[src/rtl/mux_stream_rr_pkg.sv]
// Shared constants and helpers for the round-robin streaming multiplexer.
package mux_stream_pkg;

    localparam logic MODE_FIXED = 1'b0;
    localparam logic MODE_RR    = 1'b1;

    // Ceiling log2, used to size channel indices (value >= 2 in practice).
    function automatic int clog2(input int value);
        int result;
        int rem;
        result = 0;
        rem    = value - 1;
        while (rem > 0) begin
            result = result + 1;
            rem    = rem >> 1;
        end
        return result;
    endfunction

endpackage

[src/rtl/mux_stream_rr_if.sv]
// Handshake bundle between the per-channel producers, the mux and the consumer.
interface mux_stream_rr_if #(
    parameter int NUM_CH = 8,
    parameter int DATA_W = 8
) ();
    import mux_stream_pkg::*;

    localparam int SEL_W = clog2(NUM_CH);

    logic [NUM_CH*DATA_W-1:0] in_data;
    logic [NUM_CH-1:0]        in_valid;
    logic [NUM_CH-1:0]        in_ready;
    logic [DATA_W-1:0]        out_data;
    logic [SEL_W-1:0]         out_ch;
    logic                     out_valid;
    logic                     out_ready;

    modport slave (
        input  in_data, in_valid, out_ready,
        output in_ready, out_data, out_ch, out_valid
    );

    modport master (
        output in_data, in_valid, out_ready,
        input  in_ready, out_data, out_ch, out_valid
    );

endinterface

[src/rtl/mux_stream_rr_arbiter.sv]
// Combinational round-robin arbiter: picks the first requester strictly
// above ptr, otherwise wraps around to the first requester at or below ptr.
module rr_arbiter_n import mux_stream_pkg::*; #(
    parameter  int NUM_CH = 8,
    localparam int SEL_W  = clog2(NUM_CH)
) (
    input  logic [NUM_CH-1:0] req,
    input  logic [SEL_W-1:0]  ptr,
    output logic [NUM_CH-1:0] grant,
    output logic [SEL_W-1:0]  grant_idx,
    output logic              any_grant
);

    logic             hi_found;
    logic             lo_found;
    logic [SEL_W-1:0] hi_idx;
    logic [SEL_W-1:0] lo_idx;

    // Lowest requester above the pointer and lowest requester at/below it.
    always_comb begin
        hi_found = 1'b0;
        lo_found = 1'b0;
        hi_idx   = '0;
        lo_idx   = '0;
        for (int i = 0; i < NUM_CH; i++) begin
            if (req[i] && (SEL_W'(i) > ptr) && !hi_found) begin
                hi_found = 1'b1;
                hi_idx   = SEL_W'(i);
            end
            if (req[i] && (SEL_W'(i) <= ptr) && !lo_found) begin
                lo_found = 1'b1;
                lo_idx   = SEL_W'(i);
            end
        end
    end

    // Upper half wins, which gives the wrap from NUM_CH-1 back to 0.
    always_comb begin
        any_grant = hi_found || lo_found;
        grant_idx = hi_found ? hi_idx : lo_idx;
        grant     = '0;
        for (int i = 0; i < NUM_CH; i++) begin
            grant[i] = any_grant && (grant_idx == SEL_W'(i));
        end
    end

endmodule

[src/rtl/mux_stream_rr.sv]
// N:1 valid/ready stream mux with fixed-select and round-robin modes and a
// single registered output stage (1-cycle latency, full throughput).
module mux_stream_rr import mux_stream_pkg::*; #(
    parameter  int NUM_CH = 8,
    parameter  int DATA_W = 8,
    localparam int SEL_W  = clog2(NUM_CH)
) (
    input  logic              clk,
    input  logic              rst_n,
    mux_stream_rr_if.slave    bus,
    input  logic              mode,
    input  logic [SEL_W-1:0]  sel
);

    logic              load_en;
    logic [NUM_CH-1:0] fix_grant;
    logic [NUM_CH-1:0] arb_grant;
    logic [SEL_W-1:0]  arb_idx;
    logic              arb_any;
    logic [NUM_CH-1:0] grant;
    logic [SEL_W-1:0]  grant_idx;
    logic              any_grant;
    logic [DATA_W-1:0] grant_data;
    logic [SEL_W-1:0]  rr_ptr;

    // The output register can accept a word when empty or draining this cycle.
    assign load_en = !bus.out_valid || bus.out_ready;

    // Fixed select: an out-of-range sel matches no channel, so it grants nothing.
    always_comb begin
        fix_grant = '0;
        for (int i = 0; i < NUM_CH; i++) begin
            fix_grant[i] = bus.in_valid[i] && (sel == SEL_W'(i));
        end
    end

    rr_arbiter_n #(.NUM_CH(NUM_CH)) u_arb (
        .req       (bus.in_valid),
        .ptr       (rr_ptr),
        .grant     (arb_grant),
        .grant_idx (arb_idx),
        .any_grant (arb_any)
    );

    // Mode decides which grant source is live this cycle.
    always_comb begin
        if (mode == MODE_RR) begin
            grant     = arb_grant;
            grant_idx = arb_idx;
        end else begin
            grant     = fix_grant;
            grant_idx = sel;
        end
    end

    assign any_grant = |grant;

    // Ready is held low during reset so no producer sees a phantom accept.
    assign bus.in_ready = (rst_n && load_en) ? grant : '0;

    // AND-OR payload mux keyed on the one-hot grant; ready never depends on data.
    always_comb begin
        grant_data = '0;
        for (int i = 0; i < NUM_CH; i++) begin
            if (grant[i]) begin
                grant_data = grant_data | bus.in_data[i*DATA_W +: DATA_W];
            end
        end
    end

    // Output stage: load on transfer, go empty when free with nothing granted.
    always_ff @(posedge clk or negedge rst_n) begin
        if (!rst_n) begin
            bus.out_valid <= 1'b0;
            bus.out_data  <= '0;
            bus.out_ch    <= '0;
        end else if (load_en) begin
            bus.out_valid <= any_grant;
            if (any_grant) begin
                bus.out_data <= grant_data;
                bus.out_ch   <= grant_idx;
            end
        end
    end

    // Round-robin pointer follows the last channel served in round-robin mode.
    always_ff @(posedge clk or negedge rst_n) begin
        if (!rst_n) begin
            rr_ptr <= SEL_W'(NUM_CH - 1);
        end else if (load_en && any_grant && (mode == MODE_RR)) begin
            rr_ptr <= grant_idx;
        end
    end

endmodule
[src/flat_wrapper.sv]
// flat-port wrapper written by rule: the top's interface ports become plain ports
module mux_stream_rr_flat import mux_stream_pkg::*;
#(
    parameter  int NUM_CH = 8,
    parameter  int DATA_W = 8,
    localparam int SEL_W  = clog2(NUM_CH)
)
  (clk, rst_n, mode, sel, bus_in_data, bus_in_valid, bus_out_ready, bus_in_ready, bus_out_data, bus_out_ch, bus_out_valid);
  mux_stream_rr_if #(.NUM_CH(NUM_CH), .DATA_W(DATA_W)) bus_i ();
  input  logic clk;
  input  logic rst_n;
  input  logic mode;
  input  logic [SEL_W-1:0] sel;
  input wire logic [$bits(bus_i.in_data)-1:0] bus_in_data;
  input wire logic [$bits(bus_i.in_valid)-1:0] bus_in_valid;
  input wire logic [$bits(bus_i.out_ready)-1:0] bus_out_ready;
  output wire logic [$bits(bus_i.in_ready)-1:0] bus_in_ready;
  output wire logic [$bits(bus_i.out_data)-1:0] bus_out_data;
  output wire logic [$bits(bus_i.out_ch)-1:0] bus_out_ch;
  output wire logic [$bits(bus_i.out_valid)-1:0] bus_out_valid;
  assign bus_i.in_data = bus_in_data;
  assign bus_i.in_valid = bus_in_valid;
  assign bus_i.out_ready = bus_out_ready;
  assign bus_in_ready = bus_i.in_ready;
  assign bus_out_data = bus_i.out_data;
  assign bus_out_ch = bus_i.out_ch;
  assign bus_out_valid = bus_i.out_valid;
  mux_stream_rr #(.NUM_CH(NUM_CH), .DATA_W(DATA_W)) u_core (.clk(clk), .rst_n(rst_n), .bus(bus_i), .mode(mode), .sel(sel));
endmodule
[config.mk]
export PLATFORM = sky130hd
export DESIGN_NAME = mux_stream_rr_flat
export DESIGN_NICKNAME = d
export VERILOG_FILES = /design/src/rtl/mux_stream_rr_pkg.sv /design/src/rtl/mux_stream_rr_if.sv /design/src/rtl/mux_stream_rr_arbiter.sv /design/src/rtl/mux_stream_rr.sv /design/src/flat_wrapper.sv
export SDC_FILE = /design/constraint.sdc
export NUM_CORES = 1
export LEC_CHECK = 0
export CAP_MARGIN = 0
export CORE_MARGIN = 1.5
export CORE_UTILIZATION = 34
export CTS_BUF_LIST = sky130_fd_sc_hd__clkbuf_4 sky130_fd_sc_hd__clkbuf_8 sky130_fd_sc_hd__clkbuf_16
export DETAILED_ROUTE_END_ITERATION = 12
export PLACE_DENSITY = 0.9
export SLEW_MARGIN = 20
export SYNTH_ARGS = -nofsm -noshare
export SYNTH_HDL_FRONTEND = slang
export SYNTH_HIERARCHICAL = 1
export SYNTH_SLANG_ARGS = --single-unit
export TNS_END_PERCENT = 30
[constraint.sdc]
create_clock -name clk -period 3.25 [get_ports clk]
set_input_delay 0.8125 -clock clk [delete_from_list [all_inputs] [get_ports clk]]
set_output_delay 0.8125 -clock clk [all_outputs]
set_load 0.02 [all_outputs]
After elaboration in Yosys (flattened, before gate mapping)
Cells that the tools add are included.
Word-level totals
  bits of input ports: 79
  word-level logic and storage cells: 153
  output and inout bits: 20
  bits in registers: 15
Cells by class
  $lt $le $gt $ge: 16
  reductions and logical operators: 70
  bitwise logic cells: 7
  equal/unequal tests: 14
  mux-type cells: 42
Operator list (count)
  two-way mux 8 bit: 10
  bitwise OR 8 bit: 7
  logical AND 1 bit: 49
  two-way mux 3 bit: 14
  == test 3 bit, second input constant: 8
  two-way mux 1 bit: 18
  zero test 1 bit: 15
  == test 3 x 2 -> 1 bit, second input constant: 4
  greater-than comparator 3 bit, first input constant: 4
  <= comparator 3 bit, first input constant: 4
  OR reduction 8 bit: 1
  == test 3 x 1 -> 1 bit, second input constant: 2
  greater-than comparator 1 x 3 -> 1 bit, first input constant: 2
  greater-than comparator 2 x 3 -> 1 bit, first input constant: 2
  <= comparator 1 x 3 -> 1 bit, first input constant: 2
  <= comparator 2 x 3 -> 1 bit, first input constant: 2
  zero test 3 bit: 2
  logical OR 1 bit: 2
  AND reduction 2 bit: 1

Longest topological paths before layout
  depth in word-level cells: 43
  depth in mapped cells: 14
  gate-level depth less buffers: 11

By module
Netlist, hierarchy kept.
By module, submodules not included
  mux_stream_rr: sequential area each 379.1 um^2, times used 1, area an instance 1154.9 um^2, cells an instance 116
  rr_arbiter_n: sequential area each 0.0 um^2, times used 1, area an instance 447.9 um^2, cells an instance 71

Least setup slack after synthesis
No wires, ideal clock.
  path kind: input-to-output
  start: input bus_in_valid[4]
  end: output bus_in_ready[0]
  arrival time: 2.755 ns
  data required time: 2.438 ns
  path slack: -0.318 ns
  path buffers: 1
  cell stages on the path: 10
  cell sequence: nor2_1 -> a21oi_1 -> o21ai_0 -> o21a_1 -> a31o_2 -> inv_1 -> nor4b_1 -> a32o_1 -> clkbuf_1 -> nor2b_1
On the way
  cells in the longest elaborated chain, start to end: 17
  elaborated cells on any way between the ends: 38
  classes of those cells: mux (19); reduce/logical (19)
RTL lines
  start: declaration: line flat_wrapper.sv:15  | input wire logic [$bits(bus_i.in_valid)-1:0] bus_in_valid;
  logical AND 1 bit (on tied branches) (2 in a row): line mux_stream_rr_arbiter.sv:30, mux_stream_rr_arbiter.sv:26
  two-way mux 1 bit (on tied branches): line mux_stream_rr_arbiter.sv:30, mux_stream_rr_arbiter.sv:26
  zero test 1 bit (on tied branches): line mux_stream_rr_arbiter.sv:30, mux_stream_rr_arbiter.sv:26
  logical AND 1 bit (on tied branches): line mux_stream_rr_arbiter.sv:30, mux_stream_rr_arbiter.sv:26
  two-way mux 1 bit (on tied branches): line mux_stream_rr_arbiter.sv:30, mux_stream_rr_arbiter.sv:26
  zero test 1 bit (on tied branches): line mux_stream_rr_arbiter.sv:30, mux_stream_rr_arbiter.sv:26
  logical AND 1 bit (on tied branches): line mux_stream_rr_arbiter.sv:30, mux_stream_rr_arbiter.sv:26
  two-way mux 1 bit (on tied branches): line mux_stream_rr_arbiter.sv:30, mux_stream_rr_arbiter.sv:26
  [... 2 more ...]
  two-way mux 3 bit, or another cell as far along: line mux_stream_rr_arbiter.sv:30  | if (req[i] && (SEL_W'(i) <= ptr) && !lo_found) begin
  two-way mux 3 bit (*): line mux_stream_rr_arbiter.sv:40  | grant_idx = hi_found ? hi_idx : lo_idx;
  named net u_core.arb_idx[1]: line mux_stream_rr.sv:18  | logic [SEL_W-1:0] arb_idx;
  zero test 3 bit (*): line mux_stream_rr_arbiter.sv:43  | grant[i] = any_grant && (grant_idx == SEL_W'(i));
  logical AND 1 bit (*): line mux_stream_rr_arbiter.sv:43
  named net u_core.arb_grant[0]: line mux_stream_rr.sv:17  | logic [NUM_CH-1:0] arb_grant;
  two-way mux 8 bit (*): line mux_stream_rr.sv:47  | if (mode == MODE_RR) begin
  two-way mux 8 bit (*): line mux_stream_rr.sv:59  | assign bus.in_ready = (rst_n && load_en) ? grant : '0;
  end: declaration: line flat_wrapper.sv:17  | output wire logic [$bits(bus_i.in_ready)-1:0] bus_in_ready;
The timed path passes the listed nets; every way through them passes the cells marked *.

Worst setup path after layout
  start: register u_core.rr_ptr[2]
  end: register u_core.bus.out_data[7]
On the way
  elaborated cells on any way between the ends: 126
  classes of those cells: order compare (16); eq/ne (7); mux (40); bitwise (7); reduce/logical (56)
RTL lines
  start: declaration: line mux_stream_rr.sv:24  | logic [SEL_W-1:0] rr_ptr;
  start signal: assignment: line mux_stream_rr.sv:89  | rr_ptr <= SEL_W'(NUM_CH - 1);
  start signal: assignment: line mux_stream_rr.sv:91  | rr_ptr <= grant_idx;
  <= comparator 1 x 3 -> 1 bit / greater-than comparator 1 x 3 -> 1 bit (equally long branches): line mux_stream_rr_arbiter.sv:30, mux_stream_rr_arbiter.sv:26
  logical AND 1 bit (on tied branches): line mux_stream_rr_arbiter.sv:30, mux_stream_rr_arbiter.sv:26
  two-way mux 1 bit (on tied branches): line mux_stream_rr_arbiter.sv:30, mux_stream_rr_arbiter.sv:26
  zero test 1 bit (on tied branches): line mux_stream_rr_arbiter.sv:30, mux_stream_rr_arbiter.sv:26
  logical AND 1 bit (on tied branches): line mux_stream_rr_arbiter.sv:30, mux_stream_rr_arbiter.sv:26
  two-way mux 1 bit (on tied branches): line mux_stream_rr_arbiter.sv:30, mux_stream_rr_arbiter.sv:26
  zero test 1 bit (on tied branches): line mux_stream_rr_arbiter.sv:30, mux_stream_rr_arbiter.sv:26
  logical AND 1 bit (on tied branches): line mux_stream_rr_arbiter.sv:30, mux_stream_rr_arbiter.sv:26
  [... 18 more ...]
  logical AND 1 bit (*): line mux_stream_rr_arbiter.sv:43
  named net u_core.arb_grant[5]: line mux_stream_rr.sv:17
  two-way mux 8 bit (*): line mux_stream_rr.sv:47
  two-way mux 8 bit: line mux_stream_rr.sv:65  | if (grant[i]) begin
  bitwise OR 8 bit: line mux_stream_rr.sv:66  | grant_data = grant_data | bus.in_data[i*DATA_W +: DATA_W];
  two-way mux 8 bit: line mux_stream_rr.sv:65
  bitwise OR 8 bit: line mux_stream_rr.sv:66
  two-way mux 8 bit: line mux_stream_rr.sv:65
  end signal: assignment: line mux_stream_rr.sv:80  | bus.out_data <= grant_data;
  end: declaration: line mux_stream_rr_if.sv:20  | output in_ready, out_data, out_ch, out_valid
Marks and branches as above.
A chain may end at the register's enable or synchronous reset.

==> run metrics <==
endpoint of the worst-slack reg-to-reg timing path=u_core/bus.out_data[7]$_DFFE_PN0P_; cell count after synthesis=roughly 190; data arrival time of the worst path=~3.8 ns; DRT Pass-1 Iters=9; most common cell type on the critical path=buf_6; P_sw=between 1 and 1.5 mW; slew at the pin closest to its max-slew limit=0.521 ns; initial antenna violation count=0; Hold Crit Class=reg2reg; Avg WL per Cell=roughly 21 µm; Highest Clock Rate=0.275 GHz; gr ovfl total=0; total of endpoints with negative setup slack in the final report=22; type of the setup path with the least slack=reg2reg; cells traversed along the worst timing path=nand2_1 -> nor2_1 -> o2bb2ai_1 -> o21ai_1 -> a31o_2 -> buf_4 -> and3_4 -> a32o_2 -> buf_6 -> or4_4 -> o21ai_4 -> buf_6 -> mux2_4; fraction of layout instances using a drive strength above 1=0.466; worst r2r src=u_core/rr_ptr[2]$_DFFE_PN1P_; clock latency reported for the late side of the worst-skew pair=around 0.26 ns; # diodes=0; WP data required=around 3.4 ns; worst slack, placed=-1.21 ns; antenna-violating nets left=0; Remaining DRCs=3; number of unique standard cell types used by synthesis=43; shortest period the worst path allows=3.63 ns; clock tree from TritonCTS=yes; setup slack of the worst register-to-register path=-0.38 ns; CTS max path bufs=2; clock root cell=clkbuf_8; status=finished, violations left; fraction of synthesis flops using an asynchronous set or reset pin=1.00; count of filler cells inserted in the layout=271; hold bufs inserted after CTS=0; Power per Cell Area=~870 mW/mm²; part of the power in the clock network=0.052; number of cells on the worst hold path=1; Die Footprint=between 0.005 and 0.006 mm²; routed wire length=around 8.6 mm; Synth warnings=6; count of buffering cells on the critical path with inverters included=3; number of clock sinks=15; wire length of the first global-routing pass=~12 mm; number of H-tree branching levels=1; core footprint=around 0.0044 mm²; CTS buffer count=3; post-synthesis instance area=roughly 0.0016 mm²; capturing element type of the critical path=flip-flop; crit path launch type=flip-flop; mean post-synth cell area=around 8.6 µm²; DIE HEIGHT=about 72 µm; number of global-route vias before repair=2403; DRT iter0 DRCs=about 270; Max rail drop VDD=between 500 and 600 µV; critical path depth=13; Final Cycle Share=1.12; core utilization of the finished layout=0.791; Lkg Pwr=approximately 1.6 nW; max capacitance violation total=0; most common cell after layout, fill and taps aside=clkdlybuf4s50_1; setup ws final=-0.384 ns; sw frac=0.431; top_reg_cell synth=dfrtp_1; power share of the combinational group=0.821; number of failing hold endpoints at the final stage=0; highest-count cells in the layout ignoring fill and taps=clkdlybuf4s50_1 (82), buf_4 (62), a22oi_1 (32); number of vias after detailed routing=approximately 2500; synthesized flop and latch total=15; area added between synthesis and finish=119%; Top-Level Pins=slightly below 100; DPL Wire Length=roughly 5.2 mm; # nets final=between 400 and 500; via count normalized by instance count=6.12; largest net degree at the start of global routing=16; aggregate negative setup slack=-6.85 ns; effective utilization at floorplan=0.361; Die Span X=~70 µm; Power Internal=~1.7 mW; Met2 Routed Length=approximately 4.4 mm; slowest cell on the critical path=dfstp_4; CP top delay family=simple AND/OR/NAND/NOR gates; metal1 wirelength=between 3 and 4 mm; final estimated routing congestion in global placement=~1; clock transition at the registers of the reported paths=0.07 ns; sequential area share after synthesis=0.237; hold-critical path endpoint=u_core/bus.out_data[2]$_DFFE_PN0P_; count of input and output buffers=98; headroom to the max-slew limit=0.652; Critical Path Fanout Max=6; final hold slack=0.516 ns; pins over their slew limit=0; count of flip-flops with a built-in enable after synthesis=0; clk_skew=around 0.0042 ns; setup repair after global routing missed its margin=yes; GRT Total Usage=0.294; highest signal layer in the routed design=met4; worst-case reg-to-reg path depth=13; Flop pwr share=0.127; failing checks=design-rule violations, negative setup slack; number of standard-cell rows in the floorplan=24; met3 WL=just under 700 µm; peak per-stage delay on the critical path=~0.7 ns; Synth Net Count=approximately 270; origin of the worst min-delay path=u_core/bus.out_data[2]$_DFFE_PN0P_
## registers in the layout, summed over array words and instances (netlist names)
register / cells
u_core/bus.out_ch: 3
u_core/bus.out_data: 8
u_core/bus.out_valid: 1
u_core/rr_ptr: 3
## cell usage after synthesis, drive strengths merged (7+ instances only)
library cell	instances	area [µm²]
a22oi	32	240
nor2	14	52.6
mux2	13	158
dfrtp	12	300
nor2b	12	75.1
buf	10	73.8
nand2	9	33.8
a32o	8	80.1
inv	8	30.0
nand4	8	50.1
o21ai	8	43.8
a21oi	7	38.8
## layer usage
metal  vias up  global-route usage
met4         0               0.119
met2       167               0.516
met1      1207               0.346
met3        34              0.0661
met5         -                   0
li1       1066                   -
## cells by family after synthesis
| family | count (synthesis) | synth area share |
|---|---|---|
| DFF | 15 | 0.237 |
| muxes | 15 | 0.111 |
| and+or+nand+nor | 64 | 0.225 |
| buffers and inverters | 22 | 0.0742 |
| AOI/OAI and AO/OA | 71 | 0.354 |
## cell type report
cell class                 instances  area [µm²]  share of cell area
timing repair buffer             175        1630               0.462
sequential                        15         383               0.109
clock buffer                       3        41.3              0.0117
inverter                           8        30.0             0.00854
multi-input combinational        150        1370               0.388
clock inverter                     1        5.00             0.00142
tap                               52        65.1              0.0185
## power by group through the flow
stage	clock network [mW]	registers [mW]	logic, mW
2_1_floorplan	0	0.432	0.996
3_3_place_gp	0	0.401	1.69
3_5_place_dp	0	0.402	1.72
4_1_cts	0.158	0.407	2.10
5_1_grt	0.167	0.396	2.61
6_report	0.160	0.387	2.50
## how the worst max path moves through the flow
stage,start,to,slack (ns)
after global placement,bus_in_valid[4],bus_in_ready[5],-1.10
after detailed placement,bus_in_valid[3],bus_in_ready[0],-1.21
after global routing,bus_in_valid[5],u_core/bus.out_data[5]$_DFFE_PN0P_,-0.42
final,u_core/rr_ptr[2]$_DFFE_PN1P_,u_core/bus.out_data[7]$_DFFE_PN0P_,-0.38
after floorplan,bus_in_valid[4],u_core/bus.out_data[1]$_DFFE_PN0P_,-0.22
after CTS,bus_in_valid[0],u_core/bus.out_data[3]$_DFFE_PN0P_,-0.36
## what timing repair did
item | in CTS | in global routing
gates resized for setup | 117 | 42
endpoints found under the hold margin | 0 | 0
endpoints found under the setup margin | 23 | 23
buffers inserted | 14 | 13
pin swaps | 22 | 26
## through the flow
step	instances	area, µm²	power (mW)
6_report	404	3510	3.05
5_1_grt	404	3510	3.18
4_1_cts	392	3290	2.66
3_5_place_dp	374	2990	2.13
3_3_place_gp	374	2990	2.09
2_1_floorplan	187	1650	1.43
(Power assumes the default switching activity.)
